--- src/rtl/vi_mem_arbiter.sv ---
// Shares one external memory port between the instruction-fetch and data paths.
// One transaction at a time, round-robin on ties, address-matched line fills, read timeout.
module vi_mem_arbiter #(
  parameter int ADDR_W  = 20,
  parameter int LINE_W  = 128,
  parameter int TIMEOUT = 64
) (
  input  logic              clk_i,
  input  logic              rsn_i,
  input  logic              ic_req_i,
  input  logic [ADDR_W-1:0] ic_addr_i,
  output logic              ic_done_o,
  output logic [LINE_W-1:0] ic_data_o,
  input  logic              dc_req_i,
  input  logic              dc_we_i,
  input  logic              dc_byte_i,
  input  logic [ADDR_W-1:0] dc_addr_i,
  input  logic [31:0]       dc_wdata_i,
  output logic              dc_done_o,
  output logic [LINE_W-1:0] dc_data_o,
  output logic              err_o,
  output logic              mem_read_o,
  output logic [ADDR_W-1:0] mem_read_addr_o,
  input  logic              mem_data_ready_i,
  input  logic [LINE_W-1:0] mem_data_i,
  input  logic [ADDR_W-1:0] mem_addr_i,
  output logic              mem_write_enable_o,
  output logic              mem_write_byte_o,
  output logic [ADDR_W-1:0] mem_write_addr_o,
  output logic [31:0]       mem_write_data_o
);

  localparam logic [2:0] S_IDLE     = 3'd0;
  localparam logic [2:0] S_RD_ISSUE = 3'd1;
  localparam logic [2:0] S_RD_WAIT  = 3'd2;
  localparam logic [2:0] S_WR_ISSUE = 3'd3;
  localparam logic [2:0] S_RESP     = 3'd4;

  localparam int              CNT_W    = (TIMEOUT > 2) ? $clog2(TIMEOUT) : 1;
  localparam logic [CNT_W-1:0] CNT_LAST = CNT_W'(TIMEOUT - 1);

  logic [2:0]        state_q, state_d;
  logic              owner_dc_q, owner_dc_d;
  logic              last_dc_q, last_dc_d;
  logic [ADDR_W-1:0] addr_q, addr_d;
  logic              byte_q, byte_d;
  logic [31:0]       wdata_q, wdata_d;
  logic [CNT_W-1:0]  cnt_q, cnt_d;
  logic [LINE_W-1:0] line_q, line_d;
  logic              err_q, err_d;

  logic              grant_ic;
  logic              grant_dc;
  logic [ADDR_W-1:0] tag_diff;
  logic              match;

  // Responses are matched on the line address only; the low nibble is the byte offset.
  assign tag_diff = mem_addr_i ^ addr_q;
  assign match    = mem_data_ready_i && ((tag_diff >> 4) == '0);

  assign grant_dc = dc_req_i && (!ic_req_i || !last_dc_q);
  assign grant_ic = ic_req_i && (!dc_req_i || last_dc_q);

  always_comb begin
    state_d    = state_q;
    owner_dc_d = owner_dc_q;
    last_dc_d  = last_dc_q;
    addr_d     = addr_q;
    byte_d     = byte_q;
    wdata_d    = wdata_q;
    cnt_d      = cnt_q;
    line_d     = line_q;
    err_d      = err_q;
    case (state_q)
      S_IDLE: begin
        if (grant_dc) begin
          owner_dc_d = 1'b1;
          last_dc_d  = 1'b1;
          addr_d     = dc_addr_i;
          byte_d     = dc_byte_i;
          wdata_d    = dc_wdata_i;
          state_d    = dc_we_i ? S_WR_ISSUE : S_RD_ISSUE;
        end else if (grant_ic) begin
          owner_dc_d = 1'b0;
          last_dc_d  = 1'b0;
          addr_d     = ic_addr_i;
          byte_d     = 1'b0;
          state_d    = S_RD_ISSUE;
        end
      end
      S_RD_ISSUE: begin
        cnt_d   = '0;
        state_d = S_RD_WAIT;
      end
      S_RD_WAIT: begin
        // A match on the final wait cycle still wins over the timeout.
        if (match) begin
          line_d  = mem_data_i;
          state_d = S_RESP;
        end else if (cnt_q == CNT_LAST) begin
          line_d  = '0;
          err_d   = 1'b1;
          state_d = S_RESP;
        end else begin
          cnt_d = cnt_q + 1'b1;
        end
      end
      S_WR_ISSUE: state_d = S_RESP;
      S_RESP: begin
        err_d   = 1'b0;
        state_d = S_IDLE;
      end
      default: state_d = S_IDLE;
    endcase
  end

  always_ff @(posedge clk_i or negedge rsn_i) begin
    if (!rsn_i) begin
      state_q    <= S_IDLE;
      owner_dc_q <= 1'b0;
      last_dc_q  <= 1'b0;
      addr_q     <= '0;
      byte_q     <= 1'b0;
      wdata_q    <= '0;
      cnt_q      <= '0;
      line_q     <= '0;
      err_q      <= 1'b0;
    end else begin
      state_q    <= state_d;
      owner_dc_q <= owner_dc_d;
      last_dc_q  <= last_dc_d;
      addr_q     <= addr_d;
      byte_q     <= byte_d;
      wdata_q    <= wdata_d;
      cnt_q      <= cnt_d;
      line_q     <= line_d;
      err_q      <= err_d;
    end
  end

  // Every strobe and pulse decodes from registered state only.
  assign mem_read_o         = (state_q == S_RD_ISSUE);
  assign mem_read_addr_o    = addr_q;
  assign mem_write_enable_o = (state_q == S_WR_ISSUE);
  assign mem_write_byte_o   = (state_q == S_WR_ISSUE) && byte_q;
  assign mem_write_addr_o   = addr_q;
  assign mem_write_data_o   = wdata_q;
  assign ic_done_o          = (state_q == S_RESP) && !owner_dc_q;
  assign dc_done_o          = (state_q == S_RESP) && owner_dc_q;
  assign err_o              = (state_q == S_RESP) && err_q;
  assign ic_data_o          = line_q;
  assign dc_data_o          = line_q;

endmodule

--- config.mk ---
export PLATFORM = sky130hd
export DESIGN_NAME = vi_mem_arbiter
export DESIGN_NICKNAME = d
export VERILOG_FILES = /design/src/rtl/vi_mem_arbiter.sv
export SDC_FILE = /design/constraint.sdc
export NUM_CORES = 1
export LEC_CHECK = 0
export BUFFER_PORTS_ARGS = -buffer_cell sky130_fd_sc_hd__buf_2
export CAP_MARGIN = 5
export CORE_AREA = 3 3 219 221
export CTS_BUF_LIST = sky130_fd_sc_hd__clkbuf_4 sky130_fd_sc_hd__clkbuf_8
export CTS_CLUSTER_SIZE = 20
export DETAILED_ROUTE_END_ITERATION = 8
export DIE_AREA = 0 0 222 224
export PLACE_DENSITY_LB_ADDON = 0.05
export SYNTH_ARGS = -nofsm -noshare
export SYNTH_HDL_FRONTEND = slang
export SYNTH_SLANG_ARGS = --single-unit
--- constraint.sdc ---
create_clock -name clk_i -period 3.2 [get_ports clk_i]
set_clock_uncertainty 0.2 [all_clocks]
set_input_delay 0.16 -clock clk_i [delete_from_list [all_inputs] [get_ports clk_i]]
set_output_delay 0.16 -clock clk_i [all_outputs]
set_load 0.02 [all_outputs]
==> impl_metrics.env <==
export IMPL_run_status="finished, final reports clean"
export IMPL_worstHoldPathType="in2reg"
export IMPL_ioPinCount=561
export IMPL_slew_violations=0
export IMPL_cp_arrival_ns=3.04
export IMPL_yosys_warnings=0
export IMPL_antenna_cells=0
export IMPL_placed_cells=1678
export IMPL_design_area_um2=13500
export IMPL_grt_ovfl_total=0
export IMPL_postRouteAntennaNets=0
export IMPL_r2r_cells=7
export IMPL_clk_pin_slew_worst_paths_ns=0.10
export IMPL_cp_endpoint="state_q[1]$_DFFE_PN0P_"
export IMPL_cp_end_kind="flop"
export IMPL_postCtsHoldBufs=212
export IMPL_ctsResizeCount=0
export IMPL_cts_setup_buffers=0
export IMPL_die_area_um2=49700
export IMPL_cts_buffers=17
export IMPL_core_um2=46400
export IMPL_final_util_pct=29.2
export IMPL_finalWirelength_mm=33.9
export IMPL_max_stage_delay_ns=0.57
export IMPL_crit_start="mem_read_addr_o[14]$_DFFE_PN0P_"
export IMPL_io_buffers=556
export IMPL_vias_per_cell=3.92
export IMPL_drc=0
export IMPL_critPathTopFamily="simple AND/OR/NAND/NOR gates"
export IMPL_h_tree_depth=4
export IMPL_min_period_ns=2.79
export IMPL_nets=1530
export IMPL_fin_cells=1921
export IMPL_start_util_pct=18.7
export IMPL_ys_ff_latch=192
export IMPL_r2r_slack_ns=0.41
export IMPL_syn_area_um2=8650
export IMPL_tns_ns=0
export IMPL_max_cap_violations=0
export IMPL_clkLatencyLatePin_ns=0.55
export IMPL_routabilityCongestion=0.717
export IMPL_fp_row_count=79
export IMPL_syn_instance_count=689
export IMPL_num_vias=7536
export IMPL_syn2layout_area_growth_pct=56.3
export IMPL_grt_antenna_before_repair=2
export IMPL_nFillCells=4905
export IMPL_grt_max_degree=76
export IMPL_syn_nets=917
export IMPL_cp_num_buf_inv=1
export IMPL_cp_slowest_cell="dlygate4sd3_1"
export IMPL_ys_seq_area_share_pct=55.5
export IMPL_fmax_mhz=358
export IMPL_rsz0062_at_grt="no"
export IMPL_worstMarginPinSlew_ns=0.688
export IMPL_drive_gt1_share_pct=46.7
export IMPL_cts_sinks=192
export IMPL_drt_iter0_drc=306
export IMPL_grt_pass1_wl_mm=50.8
export IMPL_netlist_cell_type_count=41
export IMPL_wl_per_cell_um=17.7
export IMPL_clock_path_buffers=2
export IMPL_period_share_pct=87.3
export IMPL_worstReg2RegEnd="state_q[1]$_DFFE_PN0P_"
export IMPL_hold_viol_final=0
export IMPL_die_w_um=222
export IMPL_worst_setup_path_start_kind="flop"
export IMPL_die_y_um=224
export IMPL_cts_root_buffer="clkbuf_8"
export IMPL_grt_pass1_vias=7898
export IMPL_path_class="reg2reg"
export IMPL_crit_required_ns=3.44
export IMPL_path_cells="xor2_1 -> nor4_1 -> and4bb_1 -> nand4_1 -> a21oi_1 -> nand2_1 -> dlygate4sd3_1"
export IMPL_vdd_ir_drop_max_v=0.000366
export IMPL_grt_usage_pct=13.6
export IMPL_cts_tree="done"
export IMPL_cp_max_fo=6
export IMPL_slew_headroom_pct=54.2
export IMPL_p_leak_nw=7.31
export IMPL_dp_hpwl_mm=24.8
export IMPL_dr_pass1_iters=4
export IMPL_finalSetupViolCount=0
export IMPL_r2r_start="mem_read_addr_o[14]$_DFFE_PN0P_"
export IMPL_synth_avg_cell_area_um2=12.6
export IMPL_powerDensity_nw_per_um2=549
export IMPL_dpl_instance_area_um2=11000
export IMPL_worstSetupPathDepth=7
## cell type report
type,instances,area (µm²),share of cell area (%)
clock buffer,22,284,2.10
clock inverter,9,109,0.805
inverter,2,7.51,0.0555
multi-input combinational,308,2470,18.3
sequential,192,4800,35.5
tap,607,759,5.62
timing repair buffer,781,5090,37.6
## layout by cell type, fill, tap and decap left out, types with 7 or more instances in the layout
master         instances
mux2_1                27
buf_4                  8
a21oi_1               24
mux2i_1               20
nor2_1                28
dfrtp_1              192
nand3_1                8
buf_2                555
a22o_1               128
dlygate4sd3_1        211
xnor2_1                7
clkbuf_8              20
xor2_1                 9
## synth_stat cells
cell type,number,area [µm²]
dfrtp_1,192,4800
o21ai_1,5,25.0
nand2_1,6,22.5
ha_1,1,12.5
nor4b_2,1,15.0
mux2i_1,20,200
mux2_1,27,304
mux2_2,6,67.6
nand2b_1,3,18.8
nor3_1,2,10.0
nor4_2,1,12.5
or2_1,1,6.26
a21bo_2,1,10.0
nor2_1,28,105
buf_2,5,25.0
inv_1,2,7.51
nor4_1,2,12.5
a21o_1,3,22.5
nand4_1,3,18.8
nand3_1,8,40.0
and4bb_1,1,12.5
clkbuf_1,7,26.3
a211o_1,1,8.76
nor3b_1,1,7.51
xor2_1,9,78.8
buf_6,10,113
nor4b_1,2,17.5
a21boi_1,1,7.51
a22o_1,128,1120
and4_1,2,17.5
nand4b_1,2,17.5
and3_1,4,25.0
nor2b_1,1,6.26
a21oi_1,24,120
xnor2_1,7,61.3
buf_1,3,11.3
nand3b_1,1,7.51
o21a_1,1,7.51
buf_4,162,1220
or3_1,3,18.8
and2_1,2,12.5
## stage by stage
| step | total power, mW | setup slack (ns) | hold slack (ns) |
|---|---|---|---|
| after floorplan | 4.70 | 0.902 | -0.336 |
| after global placement | 5.54 | 0.493 | -0.00110 |
| after detailed placement | 5.53 | 0.486 | -0.00214 |
| after CTS | 7.62 | 0.325 | 0.0280 |
| after global routing | 7.92 | 0.197 | 0.0917 |
| final | 7.42 | 0.406 | 0.128 |
## report_power, final
part / switching [mW] / leakage, nW / internal (mW)
combinational: 1.46 / 4.56 / 1.08
clock: 0.965 / 0.203 / 0.757
sequential: 0.334 / 2.54 / 2.82
total: 2.76 / 7.31 / 4.66
## per-layer routing
| layer | share of wire, % | wire [µm] | GRT usage [%] |
|---|---|---|---|
| met4 | 2.7 | 923 | 5.72 |
| met5 | 0.080 | 27 | 0 |
| met3 | 7.0 | 2380 | 4.51 |
| met1 | 42 | 14300 | 16.4 |
| met2 | 48 | 16400 | 22.2 |
## cells by family (layout without fill, tap and decap cells)
| group | Yosys count | after routing | synth area share, % |
|---|---|---|---|
| DFF | 192 | 192 | 55.5 |
| buffers and inverters | 189 | 814 | 16.2 |
| AOI/OAI and AO/OA | 164 | 164 | 15.3 |
| and+or+nand+nor | 74 | 74 | 4.67 |
| muxes | 53 | 53 | 6.61 |
| xor gates and xnor gates | 16 | 16 | 1.62 |
| adders and majority gates | 1 | 1 | 0.145 |
## sequential cells by signal (all words and copies together) (netlist names)
signal,flops
byte_q,1
state_q,3
cnt_q,6
last_dc_q,1
mem_write_data_o,32
mem_read_addr_o,20
err_q,1
dc_data_o,128
## worst reg2reg max path: cells and delay by family, from the launching register on
kind            cells  cell delay, ns
compound gates      1            0.49
flops               1            0.46
simple gates        4            0.75
xor+xnor            1            0.21
buf+inv             1            0.57
## worst min path at each step
stage | end | cells past startpoint | slack (ns) | from
2_1_floorplan | byte_q$_DFFE_PN0P_ | 0 | -0.34 | rsn_i
3_3_place_gp | dc_data_o[93]$_DFFE_PN0P_ | 1 | -0.001 | rsn_i
3_5_place_dp | dc_data_o[93]$_DFFE_PN0P_ | 1 | -0.002 | rsn_i
4_1_cts | mem_write_data_o[24]$_DFFE_PN0P_ | 3 | 0.03 | dc_wdata_i[24]
5_1_grt | mem_write_data_o[24]$_DFFE_PN0P_ | 3 | 0.09 | dc_wdata_i[24]
6_report | cnt_q[5]$_DFFE_PN0P_ | 5 | 0.13 | mem_addr_i[19]
Power figures use the tool's default switching activity.
